--- src/rtl/cim_accum_if.sv ---
// rtl/cim_accum_if.sv - handshake bundle for the compute-in-memory tile accumulator
//
// Groups the PE-tile input stream, the memory-tile input stream, the result
// output stream and the mismatch status signals.
//   slave  : the accumulator side (consumes PE/mem beats, produces results)
//   master : the environment side (drives PE/mem beats, consumes results)
interface cim_accum_if #(
  parameter int TILE  = 6,
  parameter int DW    = 12,
  parameter int AW    = 8,
  parameter int BUS_W = 512
);
  logic [TILE*TILE*DW-1:0] pe_tile_i;
  logic [AW-1:0]           pe_addr_i;
  logic                    pe_valid_i;
  logic                    pe_ready_o;

  logic [BUS_W-1:0]        mem_data_i;
  logic [AW-1:0]           mem_addr_i;
  logic                    mem_valid_i;
  logic                    mem_ready_o;

  logic [BUS_W-1:0]        result_o;
  logic [AW-1:0]           result_addr_o;
  logic                    result_valid_o;
  logic                    result_ready_i;

  logic                    mismatch_o;
  logic [7:0]              err_cnt_o;

  modport slave (
    input  pe_tile_i, pe_addr_i, pe_valid_i,
    output pe_ready_o,
    input  mem_data_i, mem_addr_i, mem_valid_i,
    output mem_ready_o,
    output result_o, result_addr_o, result_valid_o,
    input  result_ready_i,
    output mismatch_o, err_cnt_o
  );

  modport master (
    output pe_tile_i, pe_addr_i, pe_valid_i,
    input  pe_ready_o,
    output mem_data_i, mem_addr_i, mem_valid_i,
    input  mem_ready_o,
    input  result_o, result_addr_o, result_valid_o,
    output result_ready_i,
    input  mismatch_o, err_cnt_o
  );
endinterface

--- src/rtl/cim_accum.sv ---
// rtl/cim_accum.sv - pairs buffered PE tiles with memory tiles by address and emits element-wise sums
//
// Ports:
//   clk    : rising-edge clock
//   rst_n  : asynchronous active-low reset
//   bus    : cim_accum_if.slave (PE stream in, memory stream in, result stream out,
//            mismatch pulse and saturating 8-bit mismatch counter)
// Optional feature: define CIM_ACCUM_SAT_EN to clamp each element sum to the
// signed DW range; otherwise sums wrap modulo 2^DW.
module cim_accum #(
  parameter int TILE  = 6,
  parameter int DW    = 12,
  parameter int AW    = 8,
  parameter int BUS_W = 512,
  parameter int DEPTH = 4
) (
  input logic        clk,
  input logic        rst_n,
  cim_accum_if.slave bus
);
  localparam int NE = TILE * TILE;
  localparam int TW = NE * DW;
  localparam int PW = (DEPTH > 1) ? $clog2(DEPTH) : 1;

  if (TW > BUS_W) begin : g_bus_chk
    $error("cim_accum: TILE*TILE*DW must not exceed BUS_W");
  end
  if (DEPTH < 2 || (DEPTH & (DEPTH - 1)) != 0) begin : g_depth_chk
    $error("cim_accum: DEPTH must be a power of 2 and at least 2");
  end

  typedef enum logic {EMPTY, FULL} res_state_t;

  res_state_t       state, state_next;
  logic [TW-1:0]    tile_q [DEPTH];
  logic [AW-1:0]    addr_q [DEPTH];
  logic [PW-1:0]    wr_ptr, rd_ptr;
  logic [PW:0]      count;
  logic [TW-1:0]    head_tile;
  logic [AW-1:0]    head_addr;
  logic             push, mem_acc, hit, miss;
  logic [BUS_W-1:0] sum_bus;
  logic signed [DW:0] s;
  logic             unused_msb;
  logic             unused_bits;
  logic [BUS_W-1:0] result_q;
  logic [AW-1:0]    result_addr_q;
  logic             mismatch_q;
  logic [7:0]       err_cnt_q;

  assign head_tile = tile_q[rd_ptr];
  assign head_addr = addr_q[rd_ptr];

  // Ready depends only on registered occupancy, so a full buffer never
  // accepts a beat even when the head is being popped in the same cycle.
  assign bus.pe_ready_o  = (count < (PW+1)'(DEPTH));
  assign bus.mem_ready_o = (count != '0) && (state == EMPTY || bus.result_ready_i);

  assign push    = bus.pe_valid_i && bus.pe_ready_o;
  assign mem_acc = bus.mem_valid_i && bus.mem_ready_o;
  assign hit     = mem_acc && (bus.mem_addr_i == head_addr);
  assign miss    = mem_acc && !hit;

  // Only the tile-sized low part of the memory bus carries data.
  assign unused_bits = ^bus.mem_data_i;

  always_ff @(posedge clk) begin
    if (push) begin
      tile_q[wr_ptr] <= bus.pe_tile_i;
      addr_q[wr_ptr] <= bus.pe_addr_i;
    end
  end

  always_ff @(posedge clk or negedge rst_n) begin
    if (!rst_n) begin
      wr_ptr <= '0;
      rd_ptr <= '0;
      count  <= '0;
    end else begin
      if (push) wr_ptr <= wr_ptr + 1'b1;
      if (hit)  rd_ptr <= rd_ptr + 1'b1;
      case ({push, hit})
        2'b10:   count <= count + 1'b1;
        2'b01:   count <= count - 1'b1;
        default: count <= count;
      endcase
    end
  end

  // Element-wise head + mem sums, one DW+1 bit adder per element.
  always_comb begin
    sum_bus    = '0;
    s          = '0;
    unused_msb = 1'b0;
    for (int k = 0; k < NE; k++) begin
      s = $signed({head_tile[k*DW+DW-1], head_tile[k*DW +: DW]})
        + $signed({bus.mem_data_i[k*DW+DW-1], bus.mem_data_i[k*DW +: DW]});
`ifdef CIM_ACCUM_SAT_EN
      // Carry and sign bits disagree only on overflow; the carry gives the direction.
      if (s[DW] != s[DW-1])
        sum_bus[k*DW +: DW] = s[DW] ? {1'b1, {(DW-1){1'b0}}} : {1'b0, {(DW-1){1'b1}}};
      else
        sum_bus[k*DW +: DW] = s[DW-1:0];
`else
      sum_bus[k*DW +: DW] = s[DW-1:0];
      unused_msb = unused_msb ^ s[DW];
`endif
    end
  end

  always_ff @(posedge clk or negedge rst_n) begin
    if (!rst_n) state <= EMPTY;
    else        state <= state_next;
  end

  always_comb begin
    state_next = state;
    case (state)
      EMPTY:   if (hit) state_next = FULL;
      FULL:    if (bus.result_ready_i && !hit) state_next = EMPTY;
      default: state_next = EMPTY;
    endcase
  end

  always_ff @(posedge clk or negedge rst_n) begin
    if (!rst_n) begin
      result_q      <= '0;
      result_addr_q <= '0;
      mismatch_q    <= 1'b0;
      err_cnt_q     <= '0;
    end else begin
      if (hit) begin
        result_q      <= sum_bus;
        result_addr_q <= head_addr;
      end
      mismatch_q <= miss;
      if (miss && err_cnt_q != 8'hFF) err_cnt_q <= err_cnt_q + 8'd1;
    end
  end

  assign bus.result_o       = result_q;
  assign bus.result_addr_o  = result_addr_q;
  assign bus.result_valid_o = (state == FULL);
  assign bus.mismatch_o     = mismatch_q;
  assign bus.err_cnt_o      = err_cnt_q;
endmodule

--- src/flat_wrapper.sv ---
// flat-port wrapper written by rule: the top's interface ports become plain ports
module cim_accum_flat 
#(
  parameter int TILE  = 6,
  parameter int DW    = 12,
  parameter int AW    = 8,
  parameter int BUS_W = 512,
  parameter int DEPTH = 4
)
  (clk, rst_n, bus_pe_tile_i, bus_pe_addr_i, bus_pe_valid_i, bus_pe_ready_o, bus_mem_data_i, bus_mem_addr_i, bus_mem_valid_i, bus_mem_ready_o, bus_result_o, bus_result_addr_o, bus_result_valid_o, bus_result_ready_i, bus_mismatch_o, bus_err_cnt_o);
  cim_accum_if #(.TILE(TILE), .DW(DW), .AW(AW), .BUS_W(BUS_W)) bus_i ();
  input logic clk;
  input logic rst_n;
  input wire logic [$bits(bus_i.pe_tile_i)-1:0] bus_pe_tile_i;
  input wire logic [$bits(bus_i.pe_addr_i)-1:0] bus_pe_addr_i;
  input wire logic [$bits(bus_i.pe_valid_i)-1:0] bus_pe_valid_i;
  output wire logic [$bits(bus_i.pe_ready_o)-1:0] bus_pe_ready_o;
  input wire logic [$bits(bus_i.mem_data_i)-1:0] bus_mem_data_i;
  input wire logic [$bits(bus_i.mem_addr_i)-1:0] bus_mem_addr_i;
  input wire logic [$bits(bus_i.mem_valid_i)-1:0] bus_mem_valid_i;
  output wire logic [$bits(bus_i.mem_ready_o)-1:0] bus_mem_ready_o;
  output wire logic [$bits(bus_i.result_o)-1:0] bus_result_o;
  output wire logic [$bits(bus_i.result_addr_o)-1:0] bus_result_addr_o;
  output wire logic [$bits(bus_i.result_valid_o)-1:0] bus_result_valid_o;
  input wire logic [$bits(bus_i.result_ready_i)-1:0] bus_result_ready_i;
  output wire logic [$bits(bus_i.mismatch_o)-1:0] bus_mismatch_o;
  output wire logic [$bits(bus_i.err_cnt_o)-1:0] bus_err_cnt_o;
  assign bus_i.pe_tile_i = bus_pe_tile_i;
  assign bus_i.pe_addr_i = bus_pe_addr_i;
  assign bus_i.pe_valid_i = bus_pe_valid_i;
  assign bus_pe_ready_o = bus_i.pe_ready_o;
  assign bus_i.mem_data_i = bus_mem_data_i;
  assign bus_i.mem_addr_i = bus_mem_addr_i;
  assign bus_i.mem_valid_i = bus_mem_valid_i;
  assign bus_mem_ready_o = bus_i.mem_ready_o;
  assign bus_result_o = bus_i.result_o;
  assign bus_result_addr_o = bus_i.result_addr_o;
  assign bus_result_valid_o = bus_i.result_valid_o;
  assign bus_i.result_ready_i = bus_result_ready_i;
  assign bus_mismatch_o = bus_i.mismatch_o;
  assign bus_err_cnt_o = bus_i.err_cnt_o;
  cim_accum #(.TILE(TILE), .DW(DW), .AW(AW), .BUS_W(BUS_W), .DEPTH(DEPTH)) u_core (.clk(clk), .rst_n(rst_n), .bus(bus_i));
endmodule
--- config.mk ---
export PLATFORM = sky130hd
export DESIGN_NAME = cim_accum_flat
export DESIGN_NICKNAME = d
export VERILOG_FILES = /design/src/rtl/cim_accum_if.sv /design/src/rtl/cim_accum.sv /design/src/flat_wrapper.sv
export SDC_FILE = /design/constraint.sdc
export NUM_CORES = 2
export LEC_CHECK = 0
export ABC_AREA = 1
export BUFFER_PORTS_ARGS = -buffer_cell sky130_fd_sc_hd__buf_2
export CAP_MARGIN = 20
export CORE_AREA = 3 3 574 576
export DETAILED_ROUTE_END_ITERATION = 12
export DIE_AREA = 0 0 577 579
export PLACE_DENSITY_LB_ADDON = 0.12
export SETUP_SLACK_MARGIN = 0.05
export SLEW_MARGIN = 0
export SYNTH_ARGS = -nofsm -noshare
export SYNTH_HDL_FRONTEND = slang
export SYNTH_SLANG_ARGS = --single-unit
--- constraint.sdc ---
create_clock -name clk -period 62.4 [get_ports clk]
set_clock_uncertainty 0.15 [all_clocks]
set_input_delay 0 -clock clk [delete_from_list [all_inputs] [get_ports clk]]
set_output_delay 0 -clock clk [all_outputs]
set_load 0.005 [all_outputs]
* Word level (Yosys, flattened, before mapping) *
Memories as Yosys holds them, arrays and structs flattened.
Index checks and enable logic that the tools add are counted.

cells by class
  add/sub/neg operators = 41
  order comparisons = 1
  multiplexer cells = 6
  bitwise logic cells = 1
  reductions and logical operators = 11
  equal/unequal tests = 4

operators with widths
  cell                 number
  $add 12x12->12       36
  $add 8x1->8 const B  1
  $eq 8x8->1           1
  $ne 8x8->1 const B   1
  $logic_and 1x1->1    7
  $pmux 3 s2           1
  $add 2x1->2 const B  2
  $mux 1               4
  $add 3x1->3 const B  1
  $lt 3x3->1 const B   1
  $reduce_bool 3->1    1
  $sub 3x1->3 const B  1
  $eq 2x1->1 const B   1
  $eq 2x2->1 const B   1
  $pmux 1 s2           1
  $reduce_bool 2->1    1
  $logic_not 1->1      1
  $logic_or 1x1->1     1
  $not 1->1            1

storage, ports and cells
  output and inout port bits = 532
  memory bits (writable) = 1760
  word-level logic and storage cells = 74
  input port bits = 965
  register bits = 457
  memories = 2

memory list
  name           words  bits a word  rd ports  clocked after memory_dff  wr ports  line             RTL
  u_core.tile_q  4      432          1         0                         1         cim_accum.sv:35  logic [TW-1:0] tile_q [DEPTH];
  u_core.addr_q  4      8            1         0                         1         cim_accum.sv:36  logic [AW-1:0] addr_q [DEPTH];

* Longest topological paths before layout *
  depth after elaboration = 9
  gate-level depth with buffers = 20
  gate-level depth less buffers = 17

* Worst setup path before layout *
Ideal clock, no wire load.

  path kind = reg2reg
  from = register u_core.count[2]
  to = memory u_core.addr_q[0][0] (enable)
  required time = 60.995 ns
  library setup time = 1.255 ns
  stages on the path, launching flop included = 4
  path buffers = 0
  period minus slack after synthesis = 20.276 ns
  setup slack = 42.124 ns
  arrival = 18.871 ns
  cell sequence = dfrtp_1 > inv_1 > nand2_1 > nor2_1

on the way
  word-level cells in the longest chain between the ends = 4

ends and longest elaborated chain
  element                       line                RTL
  start, declared               cim_accum.sv:38     logic [PW:0] count;
  start signal, assigned        cim_accum.sv:83     2'b10: count <= count + 1'b1;
  start signal, assigned        cim_accum.sv:84     2'b01: count <= count - 1'b1;
  start signal, assigned        cim_accum.sv:85     default: count <= count;
  $lt 3x3->1                    cim_accum.sv:56     assign bus.pe_ready_o = (count < (PW+1)'(DEPTH));
  named net bus_pe_ready_o      flat_wrapper.sv:17  output wire logic [$bits(bus_i.pe_ready_o)-1:0] bus_pe_ready_o;
  $logic_and 1x1->1             cim_accum.sv:59     assign push = bus.pe_valid_i && bus.pe_ready_o;
  $mux 1                        cim_accum.sv:68     if (push) begin
  $mux 1 (implied by the code)  cim_accum.sv:70     addr_q[wr_ptr] <= bus.pe_addr_i;
  end, declared                 cim_accum.sv:36

The timed path passes the listed nets, and every way through them passes these cells.

* Worst setup path after layout *
  from = register u_core.rd_ptr[1]
  to = register u_core.result_q[370], in the netlist u_core.bus.result_o[370]

on the way
  word-level cells in the longest chain between the ends = 3
  elaborated cells between the ends (all ways) = 5
  those cells by class = add/sub (1); eq/ne (1); reduce/logical (1); memory (2)

ends and longest elaborated chain
  element                                                                line              RTL
  start, declared                                                        cim_accum.sv:37   logic [PW-1:0] wr_ptr, rd_ptr;
  start signal, assigned                                                 cim_accum.sv:81   if (hit) rd_ptr <= rd_ptr + 1'b1;
  parallel branches: the longest is 3 deep, another holds $mem_v2 4x432  n/a
  end signal, assigned                                                   cim_accum.sv:133  result_q <= sum_bus;
  end, declared                                                          cim_accum.sv:46   logic [BUS_W-1:0] result_q;

Several ways; the timed one is not identified.
A chain may end at the register's enable or synchronous reset.

==> results.ini <==
[outcome]
status=completed

[floorplan]
core.rowCount=209
initial_core_util=0.312
dieHeight_um=579
dieArea_um2=334000
die_x_um=577
core_um2=324000
ios=1497

[grt]
grt_pass1_vias=79800
grt_antenna_before_repair=232
grt_pass1_wl_um=536000
grt_max_degree=179
grtUsageTotal=0.215
grt-ovfl-total=0

[critical_path]
critPathRequiredTime_ns=62.94
critical_path_arrival_ns=8.58
path_class=register to register
start_kind=register
crit_path_end_kind=register
crit_fanout=145

[placement]
dp.final_hpwl_um=260000
gp_congestion=0.904
port_buffers=1336

[sta]
hold_viol=0
holdWs_ns=0.0763
max-slew-margin-rel=0.335
setup_tns_ns=0
worstMarginPinSlew_ns=0.998
slew_viol_final=0
fin_crit_sh=0.129
period_needed_ns=8.04
grt_setup_unrepaired=no
setup_viol=0
max_freq_mhz=124

[route]
totalWireLength_um=372000
num_vias=80500
drt_iter0_drc=4986
ant_nets=0
wl_per_cell_um=22.0
vias_per_cell=4.75
route.detailed.drc=0
firstDrtPassIters=6

[power]
finalPower_w=0.00346
power_density_nw_per_um2=25.0
vdd_drop_max_v=0.0000191
p_leak_nw=57.3

[cells_and_area]
layout_common_cells=1827 x nand2_1, 1760 x edfxtp_1, 1759 x dlygate4sd3_1
drive_gt1_frac=0.145
final_nets=13700
area_delta_synth_final_pct=36.8
mostFrequentLayoutCell=nand2_1

[logic_synthesis]
synth_top_flop_cell=edfxtp_1
syn-cell-area_um2=101000
synth_seq_cells=2217
yosysWarnings=0
synth-edff-count=1760
synth.distinct_cells=36
synthArstFlopShare=0.206
ys_seq_area_frac=0.635
synth_area_per_cell_um2=10.9
syn_inst=9261

[clock_tree]
insertion_delay_ns=0.87
cts_resized=0
cts_setup_buffers=0
cts_hold_buf=1760
cts_buffers=265
clkTransAtPathRegs_ns=0.06
clockRootBuffer=clkbuf_16
clock-sinks=2217
h-tree-depth=5
clock_path_buffers=4
cts_tree=yes

[worst_hold_path]
worstHoldPathType=input port to register

[run]
maxCapViolations=0

## Yosys cell counts (106+ instances only)
cell	instances	share of area
xor2_1	208	0.018
ha_1	402	0.050
inv_1	439	0.016
nor2_1	1014	0.038
o22ai_1	395	0.024
clkbuf_1	277	0.010
xnor2_1	195	0.017
nand2_1	1827	0.068
o21ai_1	106	0.0052
edfxtp_1	1760	0.52
nand3_1	383	0.019
o21ai_0	1074	0.053
a21oi_1	256	0.013
dfrtp_1	457	0.11
## logic make-up after synthesis
family,count (synthesis),share of synthesized area
flops,2217,0.635
compound gates,1944,0.103
simple gates,3311,0.129
other cells,1,0.0000371
fa+ha+maj,439,0.0570
buf+inv,946,0.0409
xor+xnor,403,0.0349
## state kept, by name (all words and copies together) (netlist names)
signal and cells:
u_core.tile_q 1728, u_core.bus.result_o 432, u_core.addr_q 32, u_core.bus.err_cnt_o 8
u_core.bus.result_addr_o 8, u_core.count 3, u_core.rd_ptr 2, u_core.wr_ptr 2
u_core.bus.mismatch_o 1, u_core.bus.result_valid_o 1
## per-layer routing
layer / global-route usage / share of wire / vias to the layer above
met5: 0 / 0.0027 / -
met4: 0.0609 / 0.030 / 156
met3: 0.0572 / 0.068 / 685
met2: 0.359 / 0.47 / 2139
met1: 0.272 / 0.42 / 39000
li1: - / - / 38500
## worst max-delay path: stages (launching register included)
cell,delay [ns]
dfrtp_4,0.69
inv_8,0.52
buf_4,0.61
nand3_1,0.22
nand2_1,0.15
nand2_1,0.06
nand2_1,0.05
inv_1,0.04
nand2_1,0.04
dlygate4sd3_1,0.56
nor2_2,0.03
dlygate4sd3_1,0.62
nand3_4,0.37
buf_4,0.61
buf_12,0.54
buf_4,0.66
buf_4,0.54
buf_4,0.82
o21ai_0,0.19
## worst paths after layout
kind                                                   endpoint  cells past startpoint  slack, ns                                 start
setup / recovery           u_core.bus.result_o[370]$_DFFE_PN0P_                     18      54.36          u_core.rd_ptr[1]$_DFFE_PN0P_
hold / removal              u_core.bus.result_o[97]$_DFFE_PN0P_                      5       0.08                    bus_mem_data_i[97]
setup reg to reg           u_core.bus.result_o[370]$_DFFE_PN0P_                     18      54.36          u_core.rd_ptr[1]$_DFFE_PN0P_
hold reg to reg            u_core.bus.result_o[176]$_DFFE_PN0P_                      2       0.32  u_core.bus.result_o[176]$_DFFE_PN0P_
max in group asynchronous  u_core.bus.result_o[233]$_DFFE_PN0P_                      6      59.47                                 rst_n
min in group asynchronous  u_core.bus.result_o[426]$_DFFE_PN0P_                      4       0.26                                 rst_n
## cell type report
| type | count | area, µm² |
|---|---|---|
| fill | 31300 | 186000 |
| sequential | 2217 | 64300 |
| clock buffer | 371 | 7430 |
| clock inverter | 112 | 1060 |
| timing repair buffer | 3181 | 25200 |
| inverter | 442 | 1690 |
| tap | 4325 | 5410 |
| antenna | 109 | 273 |
| multi-input combinational | 6177 | 33100 |
## through the flow
stage / instances / worst slack, ns / instance area [µm²] / utilization
2_1_floorplan: 9340 / 42.12 / 101000 / -
3_3_place_gp: 14600 / 55.43 / 112000 / 0.345
3_5_place_dp: 14600 / 55.44 / 112000 / 0.345
4_1_cts: 16800 / 54.26 / 138000 / 0.426
5_1_grt: 16900 / 53.80 / 138000 / 0.427
6_report: 16900 / 54.36 / 138000 / 0.427
## power by group
group	total (W)	internal, W	switching, W
clock network	0.00152	0.000886	0.000637
registers	0.00161	0.00160	0.00000640
logic	0.000331	0.000164	0.000167
Note: power is estimated with default switching activity, not from simulation.
